[src/rtl/hue_stage1.sv]
// hue_stage1: pipelined hue-angle stage for the color-detect path.
// Computes 60*dividend/divisor plus a sector offset (0/120/240), wrapped
// once into [0,360). One sample per clock, fixed latency, no backpressure.
//
// Handshake: i_valid marks a sample that is captured on the rising edge of
// i_clk; there is no ready, the stage always accepts. o_valid is high for
// exactly one cycle per accepted sample, DIVIDE_LATENCY+2 register stages
// later, in input order; gaps in i_valid reappear as gaps in o_valid.
// o_data changes only alongside o_valid and holds its value otherwise.
module hue_stage1 #(
    // Divider pipeline depth; at least 14 (one quotient bit per stage),
    // extra stages only add delay.
    parameter int DIVIDE_LATENCY = 16
) (
    input  logic              i_clk,
    input  logic              i_rstn,
    input  logic signed [8:0] i_dividend,
    input  logic        [8:0] i_divisor,
    input  logic        [1:0] i_function,
    input  logic              i_valid,
    output logic       [15:0] o_data,
    output logic              o_valid
);

    localparam int L         = DIVIDE_LATENCY;
    localparam int DIV_STEPS = 14;

    // Index 0 is the input stage, index i (1..L) is divider stage i.
    logic [13:0] dq_q    [0:L];  // dividend bits shift out MSB, quotient bits shift in LSB
    logic [8:0]  rem_q   [0:L];  // partial remainder, always < divisor
    logic [8:0]  dvs_q   [0:L];
    logic        sign_q  [0:L];
    logic        zero_q  [0:L];
    logic [1:0]  func_q  [0:L];
    logic        valid_q [0:L];

    logic [8:0]  abs_dividend;
    logic [13:0] mag60;
    logic signed [15:0] mag_s;
    logic signed [15:0] q_s;
    logic signed [15:0] offset_s;
    logic signed [15:0] h_s;
    logic [15:0] hue;

    // One restoring-division step: bring down the next dividend bit and
    // subtract the divisor if it fits. A true difference is below 512, so
    // the 9-bit subtraction is exact whenever it is kept.
    function automatic logic [22:0] div_step(input logic [8:0]  rem,
                                             input logic [13:0] dq,
                                             input logic [8:0]  dvs);
        logic [9:0] trial;
        logic [8:0] diff;
        trial = {rem, dq[13]};
        diff  = trial[8:0] - dvs;
        if (trial >= {1'b0, dvs}) begin
            return {diff, dq[12:0], 1'b1};
        end
        return {trial[8:0], dq[12:0], 1'b0};
    endfunction

    // Magnitude of the dividend scaled by 60; -256 maps to 256 -> 15360.
    always_comb begin
        abs_dividend = i_dividend[8] ? (~i_dividend + 9'd1) : i_dividend;
        mag60        = {5'b0, abs_dividend} * 14'd60;
    end

    // Input stage: capture payload only for valid samples.
    always_ff @(posedge i_clk or negedge i_rstn) begin
        if (!i_rstn) begin
            valid_q[0] <= 1'b0;
            sign_q[0]  <= 1'b0;
            dq_q[0]    <= '0;
            rem_q[0]   <= '0;
            dvs_q[0]   <= '0;
            zero_q[0]  <= 1'b0;
            func_q[0]  <= '0;
        end else begin
            valid_q[0] <= i_valid;
            rem_q[0]   <= '0;
            if (i_valid) begin
                sign_q[0] <= i_dividend[8];
                dq_q[0]   <= mag60;
                dvs_q[0]  <= i_divisor;
                zero_q[0] <= (i_divisor == 9'd0);
                func_q[0] <= i_function;
            end
        end
    end

    // Divider pipeline: first 14 stages each resolve one quotient bit,
    // later stages just delay; side-band fields move in lockstep.
    always_ff @(posedge i_clk or negedge i_rstn) begin
        if (!i_rstn) begin
            for (int i = 1; i <= L; i++) begin
                valid_q[i] <= 1'b0;
                sign_q[i]  <= 1'b0;
                dq_q[i]    <= '0;
                rem_q[i]   <= '0;
                dvs_q[i]   <= '0;
                zero_q[i]  <= 1'b0;
                func_q[i]  <= '0;
            end
        end else begin
            for (int i = 1; i <= L; i++) begin
                valid_q[i] <= valid_q[i-1];
                sign_q[i]  <= sign_q[i-1];
                dvs_q[i]   <= dvs_q[i-1];
                zero_q[i]  <= zero_q[i-1];
                func_q[i]  <= func_q[i-1];
                if (i <= DIV_STEPS) begin
                    {rem_q[i], dq_q[i]} <= div_step(rem_q[i-1], dq_q[i-1], dvs_q[i-1]);
                end else begin
                    rem_q[i] <= rem_q[i-1];
                    dq_q[i]  <= dq_q[i-1];
                end
            end
        end
    end

    // Apply sign, add the sector offset, wrap negatives once by +360, and
    // force zero for achromatic samples or no sector.
    always_comb begin
        mag_s    = $signed({2'b00, dq_q[L]});
        q_s      = sign_q[L] ? -mag_s : mag_s;
        offset_s = 16'sd0;
        case (func_q[L])
            2'd2:    offset_s = 16'sd120;
            2'd3:    offset_s = 16'sd240;
            default: offset_s = 16'sd0;
        endcase
        h_s = q_s + offset_s;
        if (h_s < 16'sd0) begin
            h_s = h_s + 16'sd360;
        end
        hue = $unsigned(h_s);
        if (zero_q[L] || (func_q[L] == 2'd0)) begin
            hue = '0;
        end
    end

    // Output stage: o_data only moves with a valid result.
    always_ff @(posedge i_clk or negedge i_rstn) begin
        if (!i_rstn) begin
            o_valid <= 1'b0;
            o_data  <= '0;
        end else begin
            o_valid <= valid_q[L];
            if (valid_q[L]) begin
                o_data <= hue;
            end
        end
    end

endmodule

[config.mk]
export PLATFORM = sky130hd
export DESIGN_NAME = hue_stage1
export DESIGN_NICKNAME = d
export VERILOG_FILES = /design/src/rtl/hue_stage1.sv
export SDC_FILE = /design/constraint.sdc
export NUM_CORES = 1
export LEC_CHECK = 0
export ABC_AREA = 1
export BUFFER_PORTS_ARGS = -buffer_cell sky130_fd_sc_hd__buf_4
export CORE_MARGIN = 5
export CORE_UTILIZATION = 25
export DETAILED_ROUTE_END_ITERATION = 8
export HOLD_SLACK_MARGIN = 0.06
export PLACE_DENSITY = 0.41
export RECOVER_POWER = 100
export SYNTH_ARGS = -nofsm -noshare
export SYNTH_HDL_FRONTEND = slang
export SYNTH_SLANG_ARGS = --single-unit
[constraint.sdc]
create_clock -name i_clk -period 3.1 [get_ports i_clk]
set_input_delay 0.31 -clock i_clk [delete_from_list [all_inputs] [get_ports i_clk]]
set_output_delay 0.31 -clock i_clk [all_outputs]
set_load 0.05 [all_outputs]
==> results.ini <==
[die]
core_um2 = 88200
fp-row-count = 109
die_h_um = 308
start_util_pct = 25.2
die_w_um = 308
dieArea_um2 = 94900
ioPinCount = 40

[status]
status = complete, but fails checks
violations = capacitance limit, slew limit

[power]
power_w = 0.0258
power_density_nw_per_um2 = 963
p_int_w = 0.0170
ir_worst_vdd_v = 0.000502
power.leakage_nw = 12.9
p_comb_share_pct = 33.8
seqPwrFrac_pct = 39.3
p_clk_share_pct = 26.9
switching_share_pct = 34.1
p_sw_w = 0.00879

[global_routing]
met2_usage_pct = 15.9
grt_pass1_vias = 14700
track_usage_pct = 8.57
grt_pass1_wl_um = 69100
overflow = 0
grt_max_degree = 77
grt.busiest_layer = met2
antenna_found_initial = 0
use_met3_pct = 1.67
grt.met1_usage_pct = 9.80

[synthesis]
yosys-mux-area-fraction_pct = 0
ys_ff_latch = 556
synth_top_family_by_area = simple AND/OR/NAND/NOR gates
synth_seq_area_share_pct = 62.6
synth_area_um2 = 22200
synth-adder-area-share_pct = 10.4
yosys.area_share.simple_pct = 10.7
synth_compound_area_share_pct = 7.05
yosysWarnings = 0
synth_cell_types = 40
synth.avg_cell_area_um2 = 11.2
syn_inst = 1990
synth_xor_area_share_pct = 4.10
synthesis.nets = 2181

[job]
maxCapViolCount = 1

[cells_and_area]
diodes = 0
nets = 2348
area_growth_pct = 20.4
drive_above_1_share_pct = 11.6
final_area_um2 = 26700
layout.cells.non_filler = 3365

[route]
avgViaCountPerCell = 4.00
drt_first_pass_iters = 4
totalWireLength_um = 39200
drcViolationCount = 0
first_iter_violations = 480
ant_nets = 0
routedWlPerCell_um = 11.6
vias = 13400

[timing]
worst_slack_ns = 0.00303
fin_crit_sh_pct = 99.9
whs_ns = 0.0870
hold_violations = 0
fmax_mhz = 323
maxSlewViolCount = 66
rsz0062_at_grt = yes
fin_skew_ns = 0.0202
worstMarginPinSlew_ns = 1.76
setup_viol = 0
fin_crit_ns = 3.10
relSlewSlack_pct = -17.4

[placed_design]
placed_cells = 3242
port_buffers = 39
gp_congestion = 0.798
hpwl_um = 28000
dp_worst_setup_slack_ns = -0.737
place_area_um2 = 24600

[clock_tree]
htreeDepth = 2
cts_tree = done
cts_num_sinks = 556
root_buffer = clkbuf_16
clock_latency_ns = 0.60
clock_path_buffers = 3
numCtsBuffers = 56
clk_pin_slew_worst_paths_ns = 0.06

[worst_hold_path]
whs_path_depth = 4
worstHoldEndpoint = dq_q[226]$_DFFE_PN0P_
min_from = i_dividend[0]
worstHoldPathType = in2reg

[worst_setup_path]
worst_ep_arrival_time_ns = 3.56
critPathRequiredTime_ns = 3.56
r2r-start = dvs_q[90]$_DFF_PN0_
start_kind = primary input
rrSetupSlack_ns = 0.17
path_max_fanout = 4
timing.rr.end = rem_q[88]$_DFF_PN0_
r2r_cells = 10
crit_start = i_dividend[1]
crit_type = in2reg
cp-end-kind = flop

power groups by stage:
stage / logic (W) / clock network [W] / registers, W
after detailed placement: 0.00881 / 0 / 0.0103
after floorplan: 0.00635 / 0 / 0.0102
after global routing: 0.0101 / 0.00751 / 0.0104
after CTS: 0.00889 / 0.00724 / 0.0102
final: 0.00870 / 0.00692 / 0.0101
after global placement: 0.00866 / 0 / 0.0103
state kept, by name (all words and copies together), names as in the netlist:
name and cells:
rem_q 117, dq_q 211, sign_q 17, dvs_q 126
o_data 16, o_valid 1, func_q 34, valid_q 17
zero_q 17
worst max-delay path, stage by stage:
cell	delay, ns
buf_12	0.11
inv_16	0.05
ha_4	0.13
inv_4	0.04
nor3_4	0.21
nor2_4	0.08
xor2_4	0.17
fa_1	0.56
inv_2	0.04
fa_1	0.50
inv_2	0.05
ha_4	0.23
a21oi_2	0.11
nand2_1	0.08
nand2_1	0.09
nand2_2	0.07
a21oi_2	0.14
inv_1	0.07
a21oi_2	0.14
nor2_1	0.06
nor2_1	0.11
xor2_1	0.15
o21ai_1	0.08
synth_stat cells:
master / count / area (µm²)
clkbuf_1: 8 / 30.0
fa_1: 28 / 561
a31oi_1: 3 / 18.8
nor2_4: 2 / 22.5
nor4_1: 4 / 25.0
buf_4: 2 / 15.0
nand3b_1: 4 / 30.0
a32o_1: 1 / 10.0
nand2_1: 297 / 1110
clkinv_1: 2 / 7.51
nand3_1: 51 / 255
nand2_4: 2 / 22.5
a21o_1: 1 / 7.51
o211ai_1: 14 / 105
inv_2: 4 / 15.0
or2_1: 1 / 6.26
o2111ai_1: 1 / 8.76
o31ai_1: 1 / 7.51
nand4_1: 4 / 25.0
inv_1: 267 / 1000
ha_1: 140 / 1750
xnor2_1: 43 / 377
o21ai_0: 77 / 385
buf_2: 11 / 55.1
nand2_2: 12 / 75.1
nand3_2: 2 / 20.0
nor3_1: 13 / 65.1
o21a_1: 1 / 7.51
or2_2: 3 / 18.8
o21bai_1: 3 / 22.5
nor2_1: 168 / 631
or3_1: 1 / 6.26
xor2_1: 61 / 534
or2_0: 2 / 12.5
nor3b_1: 1 / 7.51
o21ai_1: 5 / 25.0
a21oi_1: 174 / 871
a211oi_1: 13 / 97.6
dfrtp_1: 556 / 13900
nor2_2: 7 / 43.8
timing repair:
item,4_1_cts,5_1_grt
cloned,0,1
endpoints found under the setup margin,2,15
pin swaps,7,29
setup buffers,1,5
hold buffers,15,0
endpoints found under the hold margin,67,0
resized for setup,2,47
placed cells by master (no fill, tap or decap), types with 7 or more instances in the layout:
cell	instances
clkinv_2	11
clkbuf_16	58
fa_1	27
nand3_1	45
a211oi_1	13
buf_4	67
nand3_2	7
o21ai_0	71
xnor2_1	42
clkbuf_1	42
inv_1	257
o21ai_1	9
nor2_1	165
nand2_1	290
ha_1	135
nor2_2	8
inv_2	9
dlygate4sd3_1	15
nand2_2	17
o211ai_1	14
a21oi_1	168
clkbuf_8	11
xor2_1	56
dfrtp_1	556
nor3_1	12
metal layers:
metal,up-vias,part of all wire [%]
met3,80,3.2
met4,0,3.1
met1,6560,41
li1,6670,-
met2,138,53
met5,-,0
final cells by class:
| cell class | count | area, µm² |
|---|---|---|
| multi-input cells | 1141 | 7460 |
| clock inverters | 21 | 277 |
| flip-flops and latches | 556 | 13900 |
| inverters | 273 | 1070 |
| clock buffers | 80 | 1640 |
| well taps | 1165 | 1460 |
| repair buffers | 129 | 915 |
| fillers | 8992 | 61500 |
cell families after synthesis:
family | Yosys count
adder cells (fa/ha/maj) | 168
XOR/XNOR | 104
buffers and inverters | 294
AO/OA/AOI/OAI | 294
flip-flops | 556
AND/OR/NAND/NOR | 574
worst max-delay path by stage:
stage	to	slack, ns
6_report	dq_q[236]$_DFFE_PN0P_	0.003
3_5_place_dp	dq_q[236]$_DFFE_PN0P_	-0.74
4_1_cts	dq_q[237]$_DFFE_PN0P_	0.005
3_3_place_gp	dq_q[236]$_DFFE_PN0P_	-0.73
2_1_floorplan	dq_q[236]$_DFFE_PN0P_	-0.34
5_1_grt	dq_q[236]$_DFFE_PN0P_	-0.21
per-stage QoR:
step	TNS, ns	util, %
after floorplan	-0.658	-
after global placement	-2.77	27.9
after detailed placement	-2.98	27.9
after CTS	0	30.3
after global routing	-3.40	30.3
final	0	30.3
(Power assumes the default switching activity.)
